$ cat config.mk
export PLATFORM = sky130hd
export DESIGN_NAME = foc_timebase
export DESIGN_NICKNAME = d
export VERILOG_FILES = /design/src/rtl/foc_timing_pkg.sv /design/src/rtl/reset_sync.sv /design/src/rtl/foc_timebase.sv
export SDC_FILE = /design/constraint.sdc
export NUM_CORES = 1
export LEC_CHECK = 0
export ABC_CLOCK_PERIOD_IN_PS = 7600
export BUFFER_PORTS_ARGS = -buffer_cell sky130_fd_sc_hd__buf_4
export CAP_MARGIN = 20
export CORE_ASPECT_RATIO = 1.75
export CORE_MARGIN = 5
export CORE_UTILIZATION = 55
export CTS_CLUSTER_SIZE = 16
export DETAILED_ROUTE_END_ITERATION = 12
export GPL_TIMING_DRIVEN = 0
export PLACE_DENSITY = 0.76
export SLEW_MARGIN = 5
export SYNTH_ARGS = -nofsm -noshare
export SYNTH_HDL_FRONTEND = slang
export SYNTH_SLANG_ARGS = --single-unit
export TNS_END_PERCENT = 20
$ cat constraint.sdc
create_clock -name clk -period 7.6 [get_ports clk]
set_clock_uncertainty 0.05 [all_clocks]
set_input_delay 0.76 -clock clk [delete_from_list [all_inputs] [get_ports clk]]
set_output_delay 0.76 -clock clk [all_outputs]
set_load 0.1 [all_outputs]
$ cat src/rtl/foc_timing_pkg.sv
// Shared timing types and defaults for the FOC carrier timebase.
package foc_timing_pkg;

  localparam int unsigned CNT_W_DEF       = 16;
  localparam int unsigned DIV_W_DEF       = 4;
  localparam int unsigned HOLD_CYCLES_DEF = 1024;
  // 20 kHz carrier at 100 MHz: 100e6 / (2 * 20e3) = 2500 half-period counts
  localparam int unsigned PERIOD_20K      = 2500;

  typedef enum logic [1:0] {
    HOLD  = 2'd0,
    IDLE  = 2'd1,
    RUN   = 2'd2,
    DRAIN = 2'd3
  } state_e;

endpackage

$ cat src/rtl/reset_sync.sv
// Two-flop reset synchroniser: asserts asynchronously, deasserts on the 2nd clk edge.
module reset_sync (
  input  logic clk,
  input  logic rst_n,
  output logic rst_sync_n
);

  logic r_meta;
  logic r_sync;

  // Shift a constant 1 through two flops once rst_n is released
  always_ff @(posedge clk or negedge rst_n) begin
    if (!rst_n) begin
      r_meta <= 1'b0;
      r_sync <= 1'b0;
    end else begin
      r_meta <= 1'b1;
      r_sync <= r_meta;
    end
  end

  assign rst_sync_n = r_sync;

endmodule

$ cat src/rtl/foc_timebase.sv
// Centre-aligned PWM carrier and phase strobes with reset synchronisation and settle hold.
module foc_timebase
  import foc_timing_pkg::*;
#(
  parameter int unsigned CNT_W       = CNT_W_DEF,
  parameter int unsigned HOLD_CYCLES = HOLD_CYCLES_DEF,
  parameter int unsigned DIV_W       = DIV_W_DEF
) (
  input  logic             clk,
  input  logic             rst_n,
  input  logic             en,
  input  logic [CNT_W-1:0] period,
  input  logic [CNT_W-1:0] trig_point,
  input  logic [DIV_W-1:0] loop_div,
  output logic             rst_sync_n,
  output logic             ready,
  output logic [CNT_W-1:0] cnt,
  output logic             dir_down,
  output logic             zero_stb,
  output logic             peak_stb,
  output logic             adc_trig,
  output logic             loop_tick
);

  localparam int unsigned HOLD_W = $clog2(HOLD_CYCLES + 1);

  logic             w_rst_sync_n;
  state_e           r_state;
  state_e           w_state_nxt;
  logic [HOLD_W-1:0] r_hold;
  logic             r_ready;
  logic [CNT_W-1:0] r_cnt, r_period_q, r_trig_q;
  logic [DIV_W-1:0] r_div_q, r_loop;
  logic             r_dir, r_zero, r_peak, r_adc, r_tick;

  logic             w_running_nxt;
  logic             w_load;
  logic [CNT_W-1:0] w_period_nxt, w_trig_nxt, w_cnt_nxt;
  logic [DIV_W-1:0] w_div_nxt, w_loop_nxt;
  logic             w_dir_nxt, w_zero_nxt, w_peak_nxt, w_adc_nxt, w_tick_nxt;

  reset_sync u_reset_sync (
    .clk        (clk),
    .rst_n      (rst_n),
    .rst_sync_n (w_rst_sync_n)
  );

  // State register
  always_ff @(posedge clk or negedge rst_n) begin
    if (!rst_n) r_state <= HOLD;
    else        r_state <= w_state_nxt;
  end

  // Next-state logic; a stop request only takes effect on a cnt==0 cycle
  always_comb begin
    w_state_nxt = r_state;
    case (r_state)
      HOLD:    if (w_rst_sync_n && (r_hold == HOLD_W'(HOLD_CYCLES - 1))) w_state_nxt = IDLE;
      IDLE:    if (en) w_state_nxt = RUN;
      RUN:     if (!en) w_state_nxt = (r_cnt == '0) ? IDLE : DRAIN;
      DRAIN:   if (en) w_state_nxt = RUN;
               else if (r_cnt == '0) w_state_nxt = IDLE;
      default: w_state_nxt = HOLD;
    endcase
  end

  // Next carrier value, shadow registers and strobes for the cycle after this edge
  always_comb begin
    w_running_nxt = (w_state_nxt == RUN) || (w_state_nxt == DRAIN);
    w_load        = ((r_state == IDLE) && en) || ((r_state == RUN) && (r_cnt == '0));

    w_period_nxt = r_period_q;
    w_trig_nxt   = r_trig_q;
    w_div_nxt    = r_div_q;
    if (w_load) begin
      w_period_nxt = (period == '0) ? CNT_W'(1) : period;
      w_trig_nxt   = trig_point;
      w_div_nxt    = (loop_div == '0) ? DIV_W'(1) : loop_div;
    end

    w_cnt_nxt  = '0;
    w_dir_nxt  = 1'b0;
    w_loop_nxt = '0;
    if (w_running_nxt && (r_state != IDLE)) begin
      w_loop_nxt = r_loop;
      if (r_cnt == '0) begin
        w_cnt_nxt  = CNT_W'(1);
        w_loop_nxt = (r_loop >= (w_div_nxt - DIV_W'(1))) ? '0 : (r_loop + DIV_W'(1));
      end else if (!r_dir && (r_cnt < r_period_q)) begin
        w_cnt_nxt = r_cnt + CNT_W'(1);
      end else begin
        w_cnt_nxt = r_cnt - CNT_W'(1);
        w_dir_nxt = (w_cnt_nxt != '0);
      end
    end

    w_zero_nxt = w_running_nxt && (w_cnt_nxt == '0);
    w_peak_nxt = w_running_nxt && (w_cnt_nxt == w_period_nxt);
    w_adc_nxt  = w_running_nxt && (w_cnt_nxt == w_trig_nxt) &&
                 (w_dir_nxt || (w_cnt_nxt == w_period_nxt) || (w_cnt_nxt == '0));
    w_tick_nxt = w_zero_nxt && (w_loop_nxt == '0);
  end

  // Registered datapath and outputs
  always_ff @(posedge clk or negedge rst_n) begin
    if (!rst_n) begin
      r_hold     <= '0;
      r_ready    <= 1'b0;
      r_cnt      <= '0;
      r_period_q <= CNT_W'(1);
      r_trig_q   <= '0;
      r_div_q    <= DIV_W'(1);
      r_loop     <= '0;
      r_dir      <= 1'b0;
      r_zero     <= 1'b0;
      r_peak     <= 1'b0;
      r_adc      <= 1'b0;
      r_tick     <= 1'b0;
    end else begin
      if ((r_state == HOLD) && w_rst_sync_n) r_hold <= r_hold + HOLD_W'(1);
      r_ready    <= (w_state_nxt != HOLD);
      r_cnt      <= w_cnt_nxt;
      r_period_q <= w_period_nxt;
      r_trig_q   <= w_trig_nxt;
      r_div_q    <= w_div_nxt;
      r_loop     <= w_loop_nxt;
      r_dir      <= w_dir_nxt;
      r_zero     <= w_zero_nxt;
      r_peak     <= w_peak_nxt;
      r_adc      <= w_adc_nxt;
      r_tick     <= w_tick_nxt;
    end
  end

  assign rst_sync_n = w_rst_sync_n;
  assign ready      = r_ready;
  assign cnt        = r_cnt;
  assign dir_down   = r_dir;
  assign zero_stb   = r_zero;
  assign peak_stb   = r_peak;
  assign adc_trig   = r_adc;
  assign loop_tick  = r_tick;

endmodule

==> flow_summary_export.csv <==
group,metric,value,unit
cells_and_area,multi_input_area,2720,um2
placement,port_buffers,61,
setup_path,critPathSlowestCell,"nor4_2",
status,outcome,"completed",
setup_path,worstPathCellList,"clkbuf_1 > nor4_2 > nand2_1 > o41ai_1 > buf_2 > buf_4 > buf_2 > nand2_1 > o21ai_0 > ha_1 > ha_1 > a21o_1 > a21o_1 > a21oi_1 > nand2_1 > nor3_1 > a21oi_1 > nor2_1 > or3_1 > nor4_1",
timing,rsz0062_at_grt,"false",
cts,cts_resized,0,
die,die_h,134,um
cts,clockBufferDepth,2,
global_routing,antenna_found_initial,0,
cells_and_area,nets,664,
cts,cts_tree,"done",
routing,wirelength,14200,um
yosys,syn_inst,528,
yosys,syn_area,4870,um2
flow_run,cap_violations,0,
cts,cts-buffers-inserted,9,
timing,tns,0,ps
yosys,synth_top_area_share,38.6,%
setup_path,cp_max_fo,10,
cells_and_area,drive_gt1_share,19.2,%
cells_and_area,fillers,742,
yosys,synth_cell_types,64,
setup_path,crit_arrival,5270,ps
yosys,synth_area_leaders,"dfrtp_1, ha_1, xnor2_1",
cells_and_area,syn_to_final_growth,18.7,%
timing,setup_viol,0,
global_routing,grt_pass1_vias,4536,
die,dieWidth,81.1,um
setup_path,endpoint_kind,"register",
global_routing,grt_pass1_wl,22700,um
placement,gp_congestion,0.978,
routing,drtPass1Iterations,5,
die,dieArea,10900,um2
setup_path,worstSetupPathType,"reg -> reg",
setup_path,cp.required,7750,ps
setup_path,cpPeakStageDelay,520,ps
yosys,async_flop_share,100,%
yosys,yosys-top-cells-count,"dfrtp_1, nand2_1, nor2_1",
cells_and_area,regArea,1930,um2
timing,slew_violations,0,
yosys,yosysMostFrequentCell,"dfrtp_1",
yosys,synth_edf_count,0,
cells_and_area,num_antenna_cells,0,
cts,cts.sinks,77,
pwr,power,0.00149,W
timing,max_freq,195,MHz
cts,clkTransAtPathRegs,60,ps
routing,drt_iter0_markers,309,
die,rows,45,
global_routing,grt_max_degree,78,
die,start_util,56.1,%
routing,drt-wirelength-per-cell,19.7,um
yosys,ys.flop_type,"dfrtp_1",
pwr,powerDensity,258,nW/um2
yosys,ys_ff_latch,77,
cts,htree_levels,3,
timing,slew_headroom,37.2,%
pwr,vdd_drop_max,0.000188,V
global_routing,grtUsageTotal,27.8,%
yosys,synth_top_area_cell,"dfrtp_1",
timing,fin_crit_sh,67.3,%
routing,drc,0,
setup_path,crit_top_cell,"nand2_1",
yosys,yosys_warnings,0,
die,io_pins,62,
worst_hold_path,hp-class,"reg -> reg",
cts,cts_setup_buffers,0,
die,core_area,8670,um2
pwr,power.leakage,2.72,nW
setup_path,crit_path_start_kind,"register",
yosys,syn_nets,592,
placement,dp_hpwl,11000,um
routing,vias,4401,
timing,layout_min_cycle_time,5120,ps
global_routing,grt-ovfl-total,0,
routing,vias_per_cell,6.10,
timing,tightest_slew,942,ps
yosys,avgSynthCellArea,9.22,um2
cts,holdBufCountCts,0,
timing,finalHoldViolCount,0,
cts,worstSkewPairLatency,340,ps
cts,root_buffer,"clkbuf_16",
routing,final_antenna_net_count,0,
yosys,synth-seq-area-share,39.7,%
## kinds of logic (layout without fill, tap and decap cells)
kind of cell / Yosys count / in the layout / share of synthesized area (%)
compound gates: 99 / 99 / 14.1
xor+xnor: 49 / 49 / 8.82
fa+ha+maj: 25 / 25 / 6.43
buf+inv: 52 / 129 / 4.40
flops: 77 / 77 / 39.7
mux: 26 / 26 / 5.79
other cells: 1 / 1 / 0.0771
simple gates: 199 / 199 / 20.8
## area by class of cell
cell class | instances | area share, %
tap | 117 | 2.53
buffer | 19 | 1.56
sequential | 77 | 33.4
multi-input combinational | 399 | 47.1
clock buffer | 9 | 3.90
inverter | 33 | 2.14
timing repair buffer | 61 | 7.93
clock inverter | 7 | 1.43
## path summary, 6_finish.rpt
kind / endpoint / depth (start not counted) / from / slack, ps
max: loop_tick / 20 / cnt[3] / 2480
min: u_reset_sync.rst_sync_n / 0 / u_reset_sync.r_meta / 310
max reg2reg: loop_tick / 20 / cnt[3] / 2480
min reg2reg: u_reset_sync.rst_sync_n / 0 / u_reset_sync.r_meta / 310
max in group asynchronous: r_trig_q[9] / 1 / rst_n / 6370
min in group asynchronous: r_div_q[2] / 1 / rst_n / 510
## critical path, delay by kind of cell (launching register included)
kind                     cells  cell delay [ps]
adder cells (fa/ha/maj)      2              610
AO/OA/AOI/OAI                6             1430
flip-flops                   1              410
buffers and inverters        4             1040
AND/OR/NAND/NOR              8             1430
## registers in the layout, indices dropped and copies added (netlist names), 2 cells and up
| signal | count |
|---|---|
| r_period_q | 16 |
| r_loop | 4 |
| r_state | 2 |
| r_hold | 11 |
| r_trig_q | 16 |
| cnt | 16 |
| r_div_q | 4 |
## placed cells by master, fill, tap and decap left out, drive strengths merged, types with 6 or more instances in the layout
master  count
nand2b      6
buf        69
clkbuf     20
dfrtp      75
and3       10
nor4       10
nor3       16
or3         7
nand3      19
mux2       17
nor2       36
ha         25
mux2i       9
nor2b       6
nand4      12
nand2      59
xor2       22
a31oi       6
a21oi      20
xnor2      27
o21ai      31
inv        35
## power by group
part | switching (W) | internal, W | total, W
logic | 0.000284 | 0.000199 | 0.000484
clock network | 0.000180 | 0.000259 | 0.000438
registers | 0.0000467 | 0.000524 | 0.000571
total | 0.000511 | 0.000982 | 0.00149
## metrics by stage
step	cells	utilization (%)	area [um2]	setup slack [ps]	hold slack (ps)
2_1_floorplan	528	-	4870	2910	281
3_3_place_gp	706	63.1	5470	2650	293
3_5_place_dp	706	63.1	5470	2590	286
4_1_cts	722	66.6	5780	2510	309
5_1_grt	722	66.6	5780	1980	331
6_report	722	66.6	5780	2480	315
## routing by layer
| metal | GRT usage [%] | share of wire, % |
|---|---|---|
| met3 | 3.76 | 4.7 |
| met4 | 17.2 | 6.0 |
| met1 | 29.1 | 35 |
| met2 | 50.5 | 54 |
| met5 | 0 | 0 |
(Power assumes the default switching activity.)
